`src/rtl/i2s_pkg.sv`:
```
// Shared constants and helpers for the I2S transmit path.
package i2s_pkg;

   localparam int FRAME_BITS = 64;
   localparam int SLOT_BITS  = 32;
   localparam int POSN_W     = 6;

   // Frame position at which the next stereo frame is loaded for serialisation.
   localparam logic [POSN_W-1:0] LOAD_POSN = POSN_W'(FRAME_BITS - 1);

   // True when slot bit position b carries sample data (I2S one-bit delay:
   // bit 0 of a slot is always idle, data occupies 1..width).
   function automatic logic slot_active(input logic [4:0] b, input int unsigned width);
      return (b != 5'd0) && (32'(b) <= width);
   endfunction

endpackage

```
`src/rtl/i2s_frame_fifo.sv`:
```
// Stereo-frame FIFO: DEPTH entries of {left, right}, power-of-two depth.
module i2s_frame_fifo #(
   parameter int WIDTH = 16,
   parameter int DEPTH = 2
) (
   input  logic               ck,
   input  logic               rst_n,
   input  logic               push,
   input  logic [2*WIDTH-1:0] wdata,
   input  logic               pop,
   output logic [2*WIDTH-1:0] rdata,
   output logic               full,
   output logic               empty
);

   localparam int AW = (DEPTH > 1) ? $clog2(DEPTH) : 1;

   logic [2*WIDTH-1:0] mem [DEPTH];
   logic [AW-1:0]      wr_ptr;
   logic [AW-1:0]      rd_ptr;
   logic [AW:0]        occ;
   logic               do_push;
   logic               do_pop;

   // Requests are gated here so callers may assert push/pop unconditionally.
   assign do_push = push & ~full;
   assign do_pop  = pop & ~empty;

   assign full  = (occ == (AW+1)'(DEPTH));
   assign empty = (occ == '0);
   assign rdata = mem[rd_ptr];

   // Storage array; contents are don't-care while empty, so no reset.
   always_ff @(posedge ck) begin
      if (do_push)
         mem[wr_ptr] <= wdata;
   end

   // Pointers wrap naturally at DEPTH; occupancy tracks 0..DEPTH.
   always_ff @(posedge ck or negedge rst_n) begin
      if (!rst_n) begin
         wr_ptr <= '0;
         rd_ptr <= '0;
         occ    <= '0;
      end else begin
         if (do_push)
            wr_ptr <= wr_ptr + 1'b1;
         if (do_pop)
            rd_ptr <= rd_ptr + 1'b1;
         case ({do_push, do_pop})
            2'b10:   occ <= occ + 1'b1;
            2'b01:   occ <= occ - 1'b1;
            default: occ <= occ;
         endcase
      end
   end

endmodule

```
`src/rtl/i2s_tx.sv`:
```
// I2S transmitter: buffers stereo frames and serialises them MSB-first with
// the one-bit I2S delay, driven by an external bit strobe and frame position.
module i2s_tx
   import i2s_pkg::*;
#(
   parameter int WIDTH = 16,
   parameter int DEPTH = 2
) (
   input  logic              ck,
   input  logic              rst_n,
   input  logic              en,
   input  logic [POSN_W-1:0] frame_posn,
   input  logic [WIDTH-1:0]  left,
   input  logic [WIDTH-1:0]  right,
   input  logic              in_valid,
   output logic              in_ready,
   output logic              sd,
   output logic              underrun
);

   logic [2*WIDTH-1:0] hold;
   logic [2*WIDTH-1:0] head;
   logic               fifo_full;
   logic               fifo_empty;
   logic               load;
   logic [4:0]         bpos;
   logic [WIDTH-1:0]   slot;
   logic [WIDTH-1:0]   slot_shr;
   logic [4:0]         shamt;
   logic               bit_nxt;

   assign in_ready = ~fifo_full;

   // Load point: last bit of the frame, only when the strobe is present.
   assign load = en && (frame_posn == LOAD_POSN);

   i2s_frame_fifo #(
      .WIDTH (WIDTH),
      .DEPTH (DEPTH)
   ) u_fifo (
      .ck    (ck),
      .rst_n (rst_n),
      .push  (in_valid),
      .wdata ({left, right}),
      .pop   (load),
      .rdata (head),
      .full  (fifo_full),
      .empty (fifo_empty)
   );

   // Bit select: choose the slot half, then shift the wanted bit down to
   // position 0 (a shift keeps the index width independent of WIDTH).
   always_comb begin
      bpos     = frame_posn[4:0];
      slot     = frame_posn[POSN_W-1] ? hold[WIDTH-1:0] : hold[2*WIDTH-1:WIDTH];
      shamt    = 5'(WIDTH) - bpos;
      slot_shr = slot >> shamt;
      bit_nxt  = slot_active(bpos, WIDTH) ? slot_shr[0] : 1'b0;
   end

   // Serialiser: sd, hold and underrun move only on the bit strobe; the load
   // replaces hold in the same cycle sd takes its last bit from the old frame.
   always_ff @(posedge ck or negedge rst_n) begin
      if (!rst_n) begin
         sd       <= 1'b0;
         hold     <= '0;
         underrun <= 1'b0;
      end else begin
         underrun <= 1'b0;
         if (en)
            sd <= bit_nxt;
         if (load) begin
            // A push in this same cycle is not visible yet: empty means silence.
            hold     <= fifo_empty ? '0 : head;
            underrun <= fifo_empty;
         end
      end
   end

endmodule

```
`config.mk`:
```
export PLATFORM = sky130hd
export DESIGN_NAME = i2s_tx
export DESIGN_NICKNAME = d
export VERILOG_FILES = /design/src/rtl/i2s_pkg.sv /design/src/rtl/i2s_frame_fifo.sv /design/src/rtl/i2s_tx.sv
export SDC_FILE = /design/constraint.sdc
export NUM_CORES = 1
export LEC_CHECK = 0
export ABC_AREA = 1
export BUFFER_PORTS_ARGS = -buffer_cell sky130_fd_sc_hd__buf_2
export CAP_MARGIN = 30
export CORE_MARGIN = 4
export CORE_UTILIZATION = 39
export CTS_CLUSTER_DIAMETER = 100
export DETAILED_ROUTE_END_ITERATION = 10
export PLACE_DENSITY = 0.59
export SYNTH_ARGS = -nofsm -noshare
export SYNTH_HDL_FRONTEND = slang
export SYNTH_SLANG_ARGS = --single-unit
```
`constraint.sdc`:
```
create_clock -name ck -period 6.9 [get_ports ck]
set_input_delay 1.38 -clock ck [delete_from_list [all_inputs] [get_ports ck]]
set_output_delay 1.38 -clock ck [all_outputs]
set_load 0.02 [all_outputs]
```
==> flow_summary_export.csv <==
group,metric,value,unit
outcome,outcome,"finished clean",
yosys,syn_inst,316,
timing,max_slew_margin,42.36,%
worst_setup_path,arrival,2.84,ns
yosys,yosysWarnings,0,
cts,path_clk_slew,0.09,ns
worst_setup_path,worstPathRequired,7.11,ns
worst_setup_path,worstSetupPathType,"input pin to register",
yosys,yosys.area.top_type,"edfxtp_1",
cells_and_area,synthToLayoutAreaGrowth,12.68,%
cts,cts_tree,"yes",
worst_setup_path,r2r_cells,5,
cells_and_area,fillers,991,
worst_setup_path,slowest_stage,"inv_2",
place,post-place-ws,3.844,ns
cells_and_area,layout_commonest_cell,"edfxtp_1",
place,place_inst,489,
yosys,synth.area.top_cells,"edfxtp_1 (44%), dfrtp_1 (22%), o22ai_2 (8.7%), mux2i_1 (7.4%), nand3_1 (3.8%)",
cts,numCtsBuffers,9,
detailed_routing,drt_pass1_iterations,4,
yosys,synth_area,4333,sq um
min_path,hold_path_depth,2,
global_route,antenna_found_initial,0,
timing,setup_viol,0,
yosys,ys_types,22,
floorplanning,fp.coreArea,10840,sq um
timing,setup_tns,0,ns
detailed_routing,drt-total-wl,7674,um
global_route,grt_pass1_vias,2453,
cells_and_area,utilization,45.04,%
worst_setup_path,critPathLaunchType,"input pin",
global_route,track_usage,12.67,%
place,place.gp.congestion,0.8144,
cells_and_area,final_cell_mix,"edfxtp_1 (64), buf_2 (44), inv_1 (40), dfrtp_1 (37), nand2_1 (36)",
min_path,min_to,"sd",
timing,finalCritPeriodShare,38.08,%
cts,cts_sinks,102,
worst_setup_path,r2r_end,"u_fifo.mem[1][29]",
floorplanning,initial_core_util,39.97,%
yosys,yosys_register_bits,102,
cts,postCtsSetupRepairBufs,0,
cells_and_area,drive_gt1_share,28.22,%
timing,hold_viol_final,0,
run,cap_violations,0,
cells_and_area,regArea,2874,sq um
yosys,netlist.area_leader.share,44.35,%
timing,slew_viol_final,0,
timing,tightest_slew,0.8646,ns
power_and_ir_drop,peakVddDrop,0.1115,mV
floorplanning,rows,38,
cts,clockRootBuffer,"clkbuf_8",
timing,final.setup_skew,0.01438,ns
timing,period_minus_slack,2.627,ns
cts,postCtsResizedCells,0,
detailed_routing,routed-wl-met2,3494,um
worst_setup_path,crit_cells,7,
cts,cts_hold_buffers,0,
power_and_ir_drop,p_leak,0.001990,uW
timing,holdWs,0.4829,ns
floorplanning,fp.dieH,113.4,um
worst_setup_path,crit_fanout,31,
timing,rsz0062_at_grt,"false",
worst_setup_path,critPathMaxStageDelay,0.62,ns
timing,max_clock_freq,380.6,MHz
worst_setup_path,regToRegStartpoint,"u_fifo.occ[0]",
detailed_routing,route.detailed.vias_per_inst,4.778,
global_route,gr-total-overflow,0,
detailed_routing,ant_nets,0,
detailed_routing,routed-wl-met3,291,um
cells_and_area,multiInputGateArea,1191,sq um
worst_setup_path,regToRegSetupSlack,4.79,ns
detailed_routing,drcViolationCount,0,
worst_setup_path,cp_top_family,"buffers and inverters",
yosys,syn_avg_cell_area,13.71,sq um
worst_setup_path,cp-end-kind,"register",
floorplanning,dieArea,12860,sq um
cells_and_area,instances_no_fill,505,
worst_setup_path,crit_buf_inv,2,
cts,htreeDepth,3,
cts,worstSkewPairLatency,0.37,ns
min_path,hold_start,"sd",
timing,worst_slack,4.273,ns
cells_and_area,antennaDiodeCount,0,
yosys,ys_seq_area_share,66.30,%
detailed_routing,wl_per_cell,15.20,um
detailed_routing,drt_iter0_drc,120,
detailed_routing,top_layer_used,"met4",
place,port_buffers,44,
yosys,syn_nets,361,
floorplanning,die_w,113.4,um
worst_setup_path,crit_path_cell_trace,"buf_2, ha_1, nand3_1, nor2_4, nand2_4, inv_2, o22ai_1",
detailed_routing,wl_met1,3582,um
cts,clockBufferDepth,2,
place,hpwlAfterDp,5151,um
floorplanning,ioPinCount,45,
min_path,hp-class,"register to register",
cells_and_area,finalNetCount,405,
global_route,grt_first_pass_wirelength,12560,um
global_route,grt_max_degree,39,
power_and_ir_drop,p_per_area,336.0,nW/um^2
detailed_routing,vias,2413,
==> state kept, by name, summed over array words and instances, names as in the netlist <==
| signal | count |
|---|---|
| u_fifo.wr_ptr | 1 |
| underrun | 1 |
| u_fifo.occ | 2 |
| u_fifo.rd_ptr | 1 |
| hold | 32 |
| u_fifo.mem | 64 |
| sd | 1 |
==> worst max path at each step <==
| stage | start | to | slack, ns |
|---|---|---|---|
| global placement | in_valid | u_fifo.mem[1][16] | 3.89 |
| detailed placement | in_valid | u_fifo.mem[1][16] | 3.84 |
| finish | frame_posn[0] | hold[4] | 4.27 |
| floorplan | in_valid | u_fifo.mem[1][0] | 3.62 |
| CTS | in_valid | u_fifo.mem[1][30] | 4.24 |
| global route | frame_posn[0] | hold[8] | 4.18 |
==> cells by family (layout without fill, tap and decap cells) <==
family / after synthesis / count (layout) / share of synthesized area [%]
XOR/XNOR: 5 / 5 / 1.011
adder cells (fa/ha/maj): 3 / 3 / 0.8664
AO/OA/AOI/OAI: 38 / 38 / 9.674
flip-flops: 102 / 102 / 66.30
AND/OR/NAND/NOR: 78 / 78 / 8.432
buffers and inverters: 58 / 107 / 6.324
multiplexers: 32 / 32 / 7.392
==> area by class of cell <==
class,instances,area share (%)
clock inverters,6,1.922
inverters,44,3.383
repair buffers,47,5.228
clock buffers,10,2.614
multi-input cells,156,24.40
well taps,140,3.588
flip-flops and latches,102,58.87
==> layer usage <==
| layer | track usage (%) | up-vias |
|---|---|---|
| met2 | 18.80 | 53 |
| li1 | - | 1194 |
| met4 | 7.452 | 0 |
| met5 | 0 | - |
| met3 | 2.865 | 17 |
| met1 | 17.10 | 1149 |
==> power breakdown <==
group / leakage (uW) / switching (uW) / internal (uW) / total, uW
clock network: 0.000107 / 203 / 208 / 411
registers: 0.00101 / 54.8 / 803 / 858
logic: 0.000874 / 212 / 160 / 372
==> per-stage QoR <==
stage               power, uW  instance area [sq um]
finish                   1640                   4882
floorplan                1140                   4333
CTS                      1670                   4882
global placement         1241                   4641
detailed placement       1255                   4661
global route             1736                   4882
==> Yosys cell counts (all sizes together) <==
master  count
a21oi       3
buf        14
dfrtp      38
edfxtp     64
ha          3
inv        44
mux2i      32
nand2      38
nand3      33
nor2        6
nor3        1
o211ai      1
o21ai       3
o22ai      31
xnor2       3
xor2        2
==> worst register-to-register path, cell delays in order, from the launching register on <==
cell and delay (ns):
dfrtp_1 0.45, inv_1 0.06, nand2_1 0.09, nand2_1 0.15, nor2_2 0.60, buf_4 0.44
Power figures use the tool's default switching activity.
